==> src/rtl/mask_loader_pkg.sv <==
// Shared types and constants for the convolution mask loader.
// Holds Avalon geometry, the mask vector type, FSM states and beat unpack.
package mask_loader_pkg;

    localparam int NUM_COEF  = 9;
    localparam int WORD_W    = 32;
    localparam int AVL_DW    = 128;
    localparam int AVL_AW    = 26;
    localparam int LANES     = AVL_DW / WORD_W;
    localparam int NUM_BEATS = (NUM_COEF * WORD_W + AVL_DW - 1) / AVL_DW;
    localparam int CNT_W     = $clog2(NUM_BEATS + 1);

    typedef logic [CNT_W-1:0] cnt_t;

    localparam cnt_t LAST_BEAT = cnt_t'(NUM_BEATS - 1);
    localparam cnt_t ALL_BEATS = cnt_t'(NUM_BEATS);

    // mask[i] is coefficient i
    typedef logic [NUM_COEF-1:0][WORD_W-1:0] mask_t;

    typedef enum logic [2:0] {
        IDLE,
        WAIT_INIT,
        ISSUE,
        WAIT_DATA,
        DONE,
        DRAIN
    } state_t;

    // Scatter one read beat into the mask: lane j of beat b lands on
    // coefficient LANES*b+j; lanes past the last coefficient are dropped.
    function automatic mask_t unpack_beat(
        mask_t              cur,
        cnt_t               beat,
        logic [AVL_DW-1:0]  data
    );
        mask_t m;
        m = cur;
        for (int i = 0; i < NUM_COEF; i++) begin
            if (i / LANES == int'(beat))
                m[i] = data[WORD_W*(i%LANES) +: WORD_W];
        end
        return m;
    endfunction

endpackage

==> src/rtl/mask_loader.sv <==
// Fetches the 3x3 coefficient mask from DDR3 over Avalon and holds it
// for the ALU. Ports: clk/reset_n/reset, load_ddr+start_address in,
// ready+mask out, Avalon read master (avl_*) and local_init_done.
module mask_loader
    import mask_loader_pkg::*;
(
    input  logic              clk,
    input  logic              reset_n,
    input  logic              reset,
    input  logic              load_ddr,
    input  logic [AVL_AW-1:0] start_address,
    output logic              ready,
    output mask_t             mask,
    input  logic              local_init_done,
    input  logic              avl_wait_request_n,
    input  logic              avl_readdatavalid,
    input  logic [AVL_DW-1:0] avl_readdata,
    output logic [AVL_AW-1:0] avl_address,
    output logic              avl_read,
    output logic              avl_burstbegin,
    output logic              avl_write,
    output logic [AVL_DW-1:0] avl_writedata
);

    state_t            state;
    state_t            state_nx;
    logic [AVL_AW-1:0] base;
    cnt_t              issue_cnt;
    cnt_t              recv_cnt;
    cnt_t              issue_nx;
    cnt_t              recv_nx;
    logic              accept;
    logic              counting;
    logic              start;
    logic              capture;

    assign accept = (state == ISSUE) && avl_wait_request_n;

    // Beats are only accounted for while a read can be in flight;
    // strays in IDLE/DONE/WAIT_INIT are ignored.
    assign counting = (state == ISSUE) || (state == WAIT_DATA)
                   || (state == DRAIN);

    // Counts including this cycle's acceptance and return, so a soft
    // reset sees exactly how many beats are still owed by the controller.
    assign issue_nx = issue_cnt + cnt_t'(accept);
    assign recv_nx  = recv_cnt + cnt_t'(avl_readdatavalid && counting);

    assign start = !reset && load_ddr
                && ((state == IDLE) || (state == DONE));

    assign capture = !reset && avl_readdatavalid
                  && ((state == ISSUE) || (state == WAIT_DATA));

    always_ff @(posedge clk or negedge reset_n) begin
        if (!reset_n)
            state <= IDLE;
        else
            state <= state_nx;
    end

    always_comb begin
        state_nx = state;
        if (reset) begin
            state_nx = (issue_nx != recv_nx) ? DRAIN : IDLE;
        end else begin
            unique case (state)
                IDLE, DONE: begin
                    if (load_ddr)
                        state_nx = WAIT_INIT;
                end
                WAIT_INIT: begin
                    if (local_init_done)
                        state_nx = ISSUE;
                end
                ISSUE: begin
                    if (accept && issue_cnt == LAST_BEAT)
                        state_nx = WAIT_DATA;
                end
                WAIT_DATA: begin
                    if (recv_nx == ALL_BEATS)
                        state_nx = DONE;
                end
                DRAIN: begin
                    if (recv_nx == issue_cnt)
                        state_nx = IDLE;
                end
                default: state_nx = IDLE;
            endcase
        end
    end

    always_ff @(posedge clk or negedge reset_n) begin
        if (!reset_n) begin
            base      <= '0;
            issue_cnt <= '0;
            recv_cnt  <= '0;
            ready     <= 1'b0;
            mask      <= '0;
        end else begin
            issue_cnt <= issue_nx;
            recv_cnt  <= recv_nx;
            ready     <= (state_nx == DONE);
            if (start) begin
                base      <= start_address;
                issue_cnt <= '0;
                recv_cnt  <= '0;
            end
            if (capture)
                mask <= unpack_beat(mask, recv_cnt, avl_readdata);
            if (reset)
                mask <= '0;
        end
    end

    // Command is a pure function of state so it stays stable under stall.
    always_comb begin
        avl_read       = (state == ISSUE);
        avl_burstbegin = (state == ISSUE);
        avl_address    = base + AVL_AW'(issue_cnt);
    end

    assign avl_write     = 1'b0;
    assign avl_writedata = '0;

endmodule
==> config.mk <==
export PLATFORM = sky130hd
export DESIGN_NAME = mask_loader
export DESIGN_NICKNAME = d
export VERILOG_FILES = /design/src/rtl/mask_loader_pkg.sv /design/src/rtl/mask_loader.sv
export SDC_FILE = /design/constraint.sdc
export NUM_CORES = 1
export LEC_CHECK = 0
export CAP_MARGIN = 20
export CORE_AREA = 2 2 233 235
export CTS_CLUSTER_DIAMETER = 200
export DETAILED_ROUTE_END_ITERATION = 10
export DIE_AREA = 0 0 235 237
export PLACE_DENSITY = 0.53
export SKIP_LAST_GASP = 1
export SLEW_MARGIN = 10
export SYNTH_ARGS = -nofsm -noshare
export SYNTH_HDL_FRONTEND = slang
export SYNTH_SLANG_ARGS = --single-unit
==> constraint.sdc <==
create_clock -name clk -period 2 [get_ports clk]
set_input_delay 0.3 -clock clk [delete_from_list [all_inputs] [get_ports clk]]
set_output_delay 0.3 -clock clk [all_outputs]
set_load 0.05 [all_outputs]
After elaboration in Yosys (flattened, before gate mapping) --
Cells that the tools add are included.
Operators by class: equal/unequal tests 12, mux-type cells 21, reductions and logical operators 21, $add $sub $neg 3
Operator list (count):
- 2-to-1 mux 288 bit | 2
- 2-to-1 mux 32 bit | 9
- adder 26 x 2 -> 26 bit | 1
- 2-to-1 mux 3 bit | 7
- one-hot mux 3 bit (5 select lines) | 1
- equality test 3 bit, second input constant | 3
- nonzero test 2 bit | 4
- logical AND 1 bit | 7
- equality test 3 x 2 -> 1 bit, second input constant | 2
- AND reduction 2 bit | 3
- adder 2 x 1 -> 2 bit | 2
- equality test 2 bit, first input constant | 2
- equality test 2 bit, second input constant | 2
- 2-to-1 mux 2 bit | 2
- equality test 3 x 1 -> 1 bit, second input constant | 1
- logical NOT 3 bit | 1
- logical OR 1 bit | 3
- equality test 2 bit | 1
- logical NOT 2 bit | 1
- inequality test 2 bit | 1
- OR reduction 2 bit | 1
- logical NOT 1 bit | 1
Word-level totals: register bits 322, word-level logic and storage cells 71, output and inout bits 446

Longest topological paths before layout --
word-level depth 10, gate-level depth with buffers 9

Least setup slack after synthesis --
Ideal clock, no wire load.
path kind register -> output, start register issue_cnt[0], end output port avl_address[16], required time 1.700 ns, path buffers 0, cell stages (with the launch flop) 8, arrival time 2.419 ns, setup slack -0.719 ns, cell sequence dfrtp_1 ha_1 inv_1 fa_1 nand2b_1 nor4_4 nand4_1 xnor2_1
Between the ends: word-level cells in the longest chain between the ends 1
Ends and longest elaborated chain:
- start: declaration | RTL line mask_loader.sv:28 | cnt_t issue_cnt;
- start signal: assignment | RTL line mask_loader.sv:101 | issue_cnt <= issue_nx;
- adder 26 x 2 -> 26 bit | RTL line mask_loader.sv:120 | avl_address = base + AVL_AW'(issue_cnt);
- end: declaration | RTL line mask_loader.sv:18 | output logic [AVL_AW-1:0] avl_address,
Every way passes these cells.

Final worst setup path --
start register base[0], end output port avl_address[10]
Between the ends: word-level cells in the longest chain between the ends 1
Ends and longest elaborated chain:
- start: declaration | RTL line mask_loader.sv:27 | logic [AVL_AW-1:0] base;
- start signal: assignment | RTL line mask_loader.sv:105 | base <= start_address;
- adder 26 x 2 -> 26 bit | RTL line mask_loader.sv:120
Every way passes these cells.

==> metrics.csv <==
stage,metric,value,unit
setup_path,worst-path fanout max,2,
placed_design,Placement Setup Slack,-294,ps
placed_design,HPWL Detailed,34700,µm
global_route,GRT Resource Usage Total,17.1,%
min_path,Hold Path End,issue_cnt[1]$_DFF_PN0_,
pwr,PD cells,1020,mW/mm²
global_route,number of global-route vias before repair,12400,
clocking,later-pin clock latency in the skew report,540,ps
layout,Final Cell Area,0.0218,mm²
sta,Slew @ Worst Pin,812,ps
route,Pre-antenna DRT Iters,4,
sta,Final Skew,15.0,ps
layout,sequential cell area,0.00806,mm²
layout,multi-input logic area,0.00580,mm²
global_route,initial antenna violation count,0,
logic_synthesis,Synth Area in Compound Gates,10.6,%
sta,post-route minimum period,2860,ps
logic_synthesis,synth warn,0,
setup_path,kind of critical path,register to output port,
sta,FMAX,0.350,GHz
pwr,Tot Pwr,0.0221,W
clocking,clock tree sinks,322,
logic_synthesis,Post-Synth Adder-Cell Area,0.488,%
pwr,clock power share,32.4,%
setup_path,R2R depth,6,
status,failing checks,setup timing,
clocking,Longest Clk Path Bufs,3,
pwr,sequential power share,33.8,%
clocking,clock buffer count from CTS,39,
global_route,pin count of the biggest net entering global routing,157,
clocking,CTS tree,yes,
run,total of max-cap violations,0,
layout,post-layout util,40.8,%
logic_synthesis,XOR/XNOR share of the synthesized area,1.92,%
min_path,min-delay src,reset,
logic_synthesis,Post-Syn Instances,1568,
die,core area,0.0533,mm²
logic_synthesis,Main synth FF type,dfrtp_1,
setup_path,"Arr. time, crit path",2560,ps
logic_synthesis,fraction of synthesized area in multiplexers,1.88,%
pwr,peak supply drop,0.726,mV
logic_synthesis,register area share after synthesis,56.1,%
min_path,Hold Crit Class,primary input to register,
layout,Antenna diodes,0,
die,row count,85,
die,initial core utilization,27.0,%
pwr,Int Pwr,0.0145,W
global_route,first-pass GRT wire length,75300,µm
min_path,hold path cells,4,
status,status,"finished, violations left",
layout,area grow syn2layout,51.4,%
sta,Worst Slack Setup Final,-860,ps
logic_synthesis,Yosys reg bits,322,
die,die area,0.0557,mm²
route,Vias/cell,4.40,
pwr,combinational share of power,33.8,%
global_route,Congestion Overflow GR,0,
placed_design,dpl cell area,0.0206,mm²
sta,total negative setup slack,-16010,ps
clocking,CTS root buf,clkbuf_16,
route,final antenna-violating net count,0,
pwr,Static Leak,10.6,nW
logic_synthesis,Syn Std Cell Area,0.0144,mm²
route,Initial DRC Count,630,
placed_design,PortBufs,477,
setup_path,Worst Path Required,1700,ps
route,vias,12300,
logic_synthesis,simple-gate area share of the yosys netlist,18.2,%
logic_synthesis,Avg Inst Size Synth,9.17,µm²
logic_synthesis,Post-synth EDFFs,0,
setup_path,reg-to-reg startpoint,state[2]$_DFF_PN0_,
route,final wirelength,49200,µm
setup_path,reg-to-reg setup timing slack,130,ps
setup_path,CP startpoint kind,register,
logic_synthesis,largest family of logic cells by synthesized area,simple AND/OR/NAND/NOR gates,
die,Die Width,235,µm
clocking,clk slew on worst S/H paths,50,ps
setup_path,Worst setup EP type,output port,
setup_path,reg2reg end,mask[242]$_DFFE_PN0P_,
layout,layout cell share with drive strength beyond 1,12.5,%
sta,period utilization,143,%
pwr,P_sw,0.00756,W
logic_synthesis,"FFs w/ async S/R, synth",100,%
placed_design,gp weighted congestion,0.804,
layout,Filler cells,5358,
die,Die Ht,237,µm
sta,final hold vios,0,
sta,RSZ-0062 raised after global routing,true,
layout,nets@finish,2241,
pwr,switching part of the total,34.2,%
sta,fin. max-slew vios,0,
die,# IOs,607,
clocking,CTS H-tree lvls,2,
sta,# setup viols final,25,
route,DRC,0,
logic_synthesis,synth unique cells,41,
route,WL per Instance,17.6,µm
sta,Max-slew headroom,45.9,%
synth_stat cells, types with 2 or more instances:
cell | count | area [µm²]
xor2_1 | 3 | 26.3
buf_2 | 53 | 265
nor3_1 | 3 | 15.0
a21o_1 | 2 | 15.0
nor2_1 | 9 | 33.8
or3b_1 | 2 | 17.5
buf_4 | 132 | 991
mux2_1 | 10 | 113
a21oi_1 | 291 | 1460
inv_1 | 6 | 22.5
nand4_1 | 14 | 87.6
and2_1 | 2 | 12.5
o21ai_0 | 5 | 25.0
nor3b_2 | 2 | 25.0
nand2_1 | 590 | 2210
dfrtp_1 | 322 | 8060
buf_6 | 12 | 135
clkbuf_1 | 36 | 135
nand3_1 | 5 | 25.0
xnor2_1 | 26 | 228
and4_1 | 2 | 17.5
mux2_2 | 14 | 158
nor2b_1 | 4 | 25.0
nand2b_1 | 3 | 18.8
ha_1 | 4 | 50.1
cells in the final DEF, fill, tap and decap left out, types with 4 or more instances in the layout:
cell             count
nand2_1            584
dfrtp_1            321
a21oi_1            290
dlygate4sd2_1      280
clkdlybuf4s50_1    158
conb_1             129
buf_4               73
buf_12              50
clkbuf_16           41
xnor2_4             18
nand4_1             14
mux2_2              14
clkbuf_8            13
mux2_1              10
nor2_1               6
buf_6                6
xnor2_2              5
clkbuf_1             5
inv_1                4
nand2_4              4
nor2b_1              4
kinds of logic after synthesis:
family                     count (synthesis)
and+or+nand+nor                          645
DFF                                      322
AOI/OAI and AO/OA                        302
buffers and inverters                    239
xor gates and xnor gates                  30
muxes                                     24
adders and majority gates                  5
other                                      1
worst max path at each step:
stage          cells after the start         endpoint  slack, ps                   start
2_1_floorplan                      7  avl_address[16]       -320  issue_cnt[0]$_DFF_PN0_
3_5_place_dp                       9  avl_address[24]       -290  issue_cnt[0]$_DFF_PN0_
4_1_cts                            9  avl_address[24]       -900  issue_cnt[0]$_DFF_PN0_
3_3_place_gp                       9  avl_address[20]       -300  issue_cnt[0]$_DFF_PN0_
5_1_grt                            9  avl_address[24]      -1050  issue_cnt[0]$_DFF_PN0_
6_report                          10  avl_address[10]       -860     base[0]$_DFFE_PN0P_
power groups by stage:
stage                     logic [W]  clock network [W]  registers (W)
after floorplan             0.00365                  0        0.00835
after global placement      0.00746                  0        0.00758
after CTS                   0.00746            0.00738        0.00748
after detailed placement    0.00748                  0        0.00759
after global routing        0.00787            0.00762        0.00754
final                       0.00746            0.00715        0.00747
routing by layer:
| metal | track usage [%] | vias to the layer above | wire length (µm) |
|---|---|---|---|
| met4 | 5.18 | 0 | 1270 |
| li1 | - | 5825 | - |
| met5 | 0 | - | 0 |
| met3 | 5.62 | 70 | 3820 |
| met2 | 28.7 | 394 | 24100 |
| met1 | 20.9 | 5993 | 20000 |
metrics by stage:
stage / std cells / hold slack, ps
floorplan: 1696 / 4.41
global placement: 2720 / 281
detailed placement: 2720 / 285
CTS: 2788 / 220
global route: 2794 / 255
finish: 2794 / 259
timing repair:
item | CTS | global route
hold endpoints to repair | 39 | 0
pin swaps | 20 | 17
buffers inserted | 5 | 6
resized for setup | 301 | 11
endpoints found under the setup margin | 307 | 31
hold buffers | 1 | 0
layout make-up:
cell class	instances	share of cell area [%]
multi-input cells	1135	26.7
flip-flops and latches	322	37.0
repair buffers	571	26.2
well taps	696	4.00
inverters	6	0.104
clock inverters	6	0.385
clock buffers	58	5.56
registers in the layout (all words and copies together) (netlist names):
signal     flops
base          26
state          3
issue_cnt      2
mask         288
recv_cnt       2
ready          1
worst max-delay path, stage by stage (launching register included):
cell	delay, ps
dfrtp_1	350
ha_2	190
inv_2	40
fa_2	330
nand2b_4	160
buf_4	130
buf_4	130
nor2_4	90
nand4_1	200
xnor2_4	240
buf_12	150
No activity file was read; power rests on OpenSTA's default activity.
==> variant 1, RTL diff (same flow settings) <==
Compare `issue_cnt` against `LAST_BEAT` with >= in place of ==.
--- a/src/rtl/mask_loader.sv
+++ b/src/rtl/mask_loader.sv
@@ -74,7 +74,7 @@
                         state_nx = ISSUE;
                 end
                 ISSUE: begin
-                    if (accept && issue_cnt == LAST_BEAT)
+                    if (accept && issue_cnt >= LAST_BEAT)
                         state_nx = WAIT_DATA;
                 end
                 WAIT_DATA: begin
Check against the original RTL: same outputs for any inputs over 4 cycles, from zero or initial values and one cycle with reset_n low; that may be too few to reach the edited logic, so the function may still have changed.
==> variant 1 against the original RTL <==
The run still ends with setup timing left; design area increased by 0.64%; total power down 1.4%; global-route usage is essentially flat; wire length fell by 0.14%; synthesized area fell by 0.24%; worst setup slack gained 100 ps; sequential cell count unchanged; die area unchanged; count of clock-buffer cells in the layout is 1 lower; hold slack worse by 210 ps; critical path type unchanged.
==> variant 1: results (changes against the original RTL) <==
Initial antenna violation count -> 1 (was 0)
Seq/Total Area, Yosys -> 0.5621 (was 0.5607)
Slew at the pin closest to its max-slew limit -> 694.2 ps (was 812.2 ps)
Peak VDD IR -> 0.9832 mV (was 0.7258 mV)
Hold Crit Class -> input pin to flop (unchanged)
Endpoints failing setup -> 25 (unchanged)
RD Place Congestion -> 0.8031 (was 0.8037)
PnR worst setup slack -> -758.5 ps (was -860.1 ps)
Clock Tree Root -> clkbuf_16 (unchanged)
Netlist cell types -> 40 (was 41)
Yosys top cell area share -> 0.5621 (was 0.5607)
Clock H-tree levels -> 2 (unchanged)
Clock Latency Late Sink -> 540 ps (about the same)
Synth warn -> 0 (unchanged)
Detailed-route vias per instance -> 4.411 (was 4.396)
Nets -> 2251 (was 2241)
Clk pin slew, worst setup/hold paths -> 60 ps
Area contributors post-synth -> dfrtp_1, nand2_1, a21oi_1 (unchanged)
Clk_skew -> 18.16 ps (was 14.98 ps)
Total Routing Usage GR -> 0.1710 (was 0.1713)
Post-DP HPWL -> 33900 um (was 34690 um)
Commonest cells post-synth -> nand2_1, dfrtp_1, a21oi_1 (unchanged)
First-pass GRT wire length -> 75220 um (was 75250 um)
Largest regs -> mask (288), base (26), state (3) (unchanged)
Leak Pwr -> 10.64 nW (was 10.56 nW)
Clk buf depth -> 3 (unchanged)
Failing checks -> setup timing (unchanged)
R2R depth -> 7 (was 6)
Fill cell count -> 5336 (was 5358)
Syn Area/Cell -> 9.149 um2 (was 9.165 um2)
Status -> finished with violations (unchanged)
Total CTS buffers -> 39 (unchanged)
Crit-path slowest cell -> and3_1 (was dfrtp_1)
WP data arrival -> 2460 ps (was 2560 ps)
Hold path cells -> 2 (was 4)
Layout cells sized above 1 -> 0.1346 (was 0.1249)
Most used DFF post-synth -> dfrtp_1 (unchanged)
Ys async rst share -> 1.000 (unchanged)
Post-Route WL -> 49080 um (was 49150 um)
First drt pass iteration count -> 5 (was 4)
Cells after DPL -> 2726 (was 2720)
Routed vias -> 12380 (was 12280)
CP top delay family -> simple AND/OR/NAND/NOR gates (was adder cells)
CP max FO -> 6 (was 2)
Critical path's largest stage delay -> 460 ps (was 350 ps)
IO Port Bufs -> 477 (unchanged)
DRT iter0 DRCs -> 672 (was 630)
Ant. Diodes -> 0 (unchanged)
Largest net degree at the start of global routing -> 144 (was 157)
-- variant 1: changes by cell type after synthesis, moves of 5 or more --
| cell | delta |
|---|---|
| mux2_1 | -9 |
| mux2_2 | +9 |
| nand4_1 | -9 |
| xor2_1 | +8 |
| xnor2_1 | -7 |
| nor4_1 | +6 |
| and3_1 | +5 |
| buf_2 | -5 |
-- variant 1: logic make-up after synthesis --
kind of cell | share of synthesized area
AND/OR/NAND/NOR | 0.1808
flip-flops | 0.5621
AO/OA/AOI/OAI | 0.1060
buffers and inverters | 0.1081
XOR/XNOR | 0.01833
multiplexers | 0.01955
adder cells (fa/ha/maj) | 0.004888
other | 0.0002616
-- variant 1: worst paths after layout --
path	startpoint	endpoint	slack, ps
max	base[8]$_DFFE_PN0P_	avl_address[18]	-760
min reg2reg	mask[44]$_DFFE_PN0P_	mask[44]$_DFFE_PN0P_	510
min	reset	mask[210]$_DFFE_PN0P_	40
max in group asynchronous	reset_n	mask[132]$_DFFE_PN0P_	940
min in group asynchronous	reset_n	mask[101]$_DFFE_PN0P_	270
max reg2reg	state[1]$_DFF_PN0_	state[0]$_DFF_PN0_	80
-- variant 1: layout make-up --
cell class | count | area, um2 | share of cell area
clock buffers | 57 | 1124 | 0.05132
clock inverters | 9 | 101.3 | 0.004629
inverters | 8 | 30.03 | 0.001372
multi-input cells | 1133 | 5916 | 0.2702
flip-flops and latches | 322 | 8059 | 0.3681
well taps | 696 | 870.8 | 0.03977
repair buffers | 581 | 5794 | 0.2646
-- variant 1: timing repair --
item	CTS	global route
gates resized for setup	326	33
buffers inserted	9	10
endpoints found under the setup margin	310	29
pin swaps	18	26
endpoints found under the hold margin	39	0
hold buffers	1	0
-- variant 1: metrics by stage --
| step | TNS [ps] | worst slack [ps] | area (um2) | utilization |
|---|---|---|---|---|
| after floorplan | -2474 | -268.0 | 15210 | - |
| after global placement | -2971 | -303.2 | 20560 | 0.3858 |
| after detailed placement | -6659 | -309.2 | 20560 | 0.3858 |
| after CTS | -16720 | -817.8 | 21700 | 0.4072 |
| after global routing | -18620 | -888.9 | 21890 | 0.4109 |
| final | -15760 | -758.5 | 21890 | 0.4109 |
-- variant 1: power by group --
group	internal [mW]	total (mW)	switching, mW	leakage [nW]
sequential	7.02	7.41	0.392	4.43
clock	4.13	6.90	2.77	0.602
combinational	3.07	7.48	4.42	5.61
-- variant 1: routing by layer --
metal  global-route usage  routed length (um)  up-vias
met3              0.04173                3083       74
met4              0.05389                1261        0
met5                    0                   0        -
met2               0.2854               24490      398
met1               0.2182               20250     6058
li1                     -                   -     5847
==> variant 2, RTL diff (same settings) <==
Made on the original files. Set the package constant `AVL_AW` to 13 (it was 26).
--- a/src/rtl/mask_loader_pkg.sv
+++ b/src/rtl/mask_loader_pkg.sv
@@ -5,7 +5,7 @@
     localparam int NUM_COEF  = 9;
     localparam int WORD_W    = 32;
     localparam int AVL_DW    = 128;
-    localparam int AVL_AW    = 26;
+    localparam int AVL_AW    = 13;
     localparam int LANES     = AVL_DW / WORD_W;
     localparam int NUM_BEATS = (NUM_COEF * WORD_W + AVL_DW - 1) / AVL_DW;
     localparam int CNT_W     = $clog2(NUM_BEATS + 1);
Ports: changed (resized avl_address and start_address); port bits go from 607 to 581. No check against the original RTL was run, so the function may have changed too.
==> variant 2 against the original RTL <==
Design area down 8.0%; sequential cell count down 13; critical endpoint is now avl_address[8]; cell count is 4.0% lower; worst setup slack better by 200 ps; combinational power fell by 35%; wire length decreased by 7.3%; utilization fell by 3.3 points; total power down 15%; first-iteration DRC count is 7.0% higher; the run still ends with setup timing left; synthesized area fell by 5.5%.
==> variant 2: results (changes against the original RTL) <==
Largest net degree at the start of global routing -> 99 (was 157)
DR WL/cell -> 16.99 um (was 17.59 um)
R2r endpoint -> state[2]$_DFF_PN0_ (was mask[242]$_DFFE_PN0P_)
Nets -> 2112 (was 2241)
CTS resizes -> 282 (was 301)
Seq/Total Area, Yosys -> 0.5696 (was 0.5607)
DR WL met2 -> 22350 um (was 24050 um)
Met1 GRT Util -> 0.2036 (was 0.2092)
Setup crit end -> avl_address[8] (was avl_address[10])
Seq pwr -> 6.87 mW (was 7.47 mW)
Place WS -> -146.2 ps (was -294.0 ps)
Clk_skew -> 24.14 ps (was 14.98 ps)
Fill cell count -> 5486 (was 5358)
Leak Pwr -> 9.752 nW (was 10.56 nW)
Endpoints failing setup -> 12 (was 25)
Detailed-route vias per instance -> 4.265 (was 4.396)
Met2 Usage GRT -> 0.2660 (was 0.2873)
PnR worst setup slack -> -663.9 ps (was -860.1 ps)
Syn Area/Cell -> 9.037 um2 (was 9.165 um2)
Vias in the first global route -> 11180 (was 12370)
Failing checks -> setup timing (unchanged)
R2R depth -> 8 (was 6)
Worst Setup SP -> issue_cnt[0]$_DFF_PN0_ (was base[0]$_DFFE_PN0P_)
Post-CTS setup buffers -> 0 (was 5)
Status -> finished with violations (unchanged)
Post-DP HPWL -> 31510 um (was 34690 um)
==> variant 2: kinds of logic (layout without fill, tap and decap cells) <==
family | Yosys count | after routing | share of synthesized area
flops | 309 | 309 | 0.5696
compound gates | 298 | 298 | 0.1111
mux | 13 | 13 | 0.01069
simple gates | 622 | 622 | 0.1792
xor+xnor | 17 | 17 | 0.01198
fa+ha+maj | 5 | 5 | 0.005162
buf+inv | 237 | 593 | 0.1120
other cells | 1 | 129 | 0.0002763
==> variant 2: cell type report <==
| cell class | instances | area (um2) | share of cell area |
|---|---|---|---|
| clock inverters | 10 | 136.4 | 0.006813 |
| repair buffers | 519 | 5064 | 0.2530 |
| multi-input cells | 1084 | 5035 | 0.2515 |
| inverters | 7 | 26.28 | 0.001313 |
| flip-flops and latches | 309 | 7732 | 0.3863 |
| clock buffers | 57 | 1154 | 0.05763 |
| well taps | 696 | 870.8 | 0.04350 |
==> variant 2: tightest hold or removal path, cell delays in order <==
cell and delay, ps:
buf_8 80, nor4b_2 50, buf_12 150, nor2_1 80
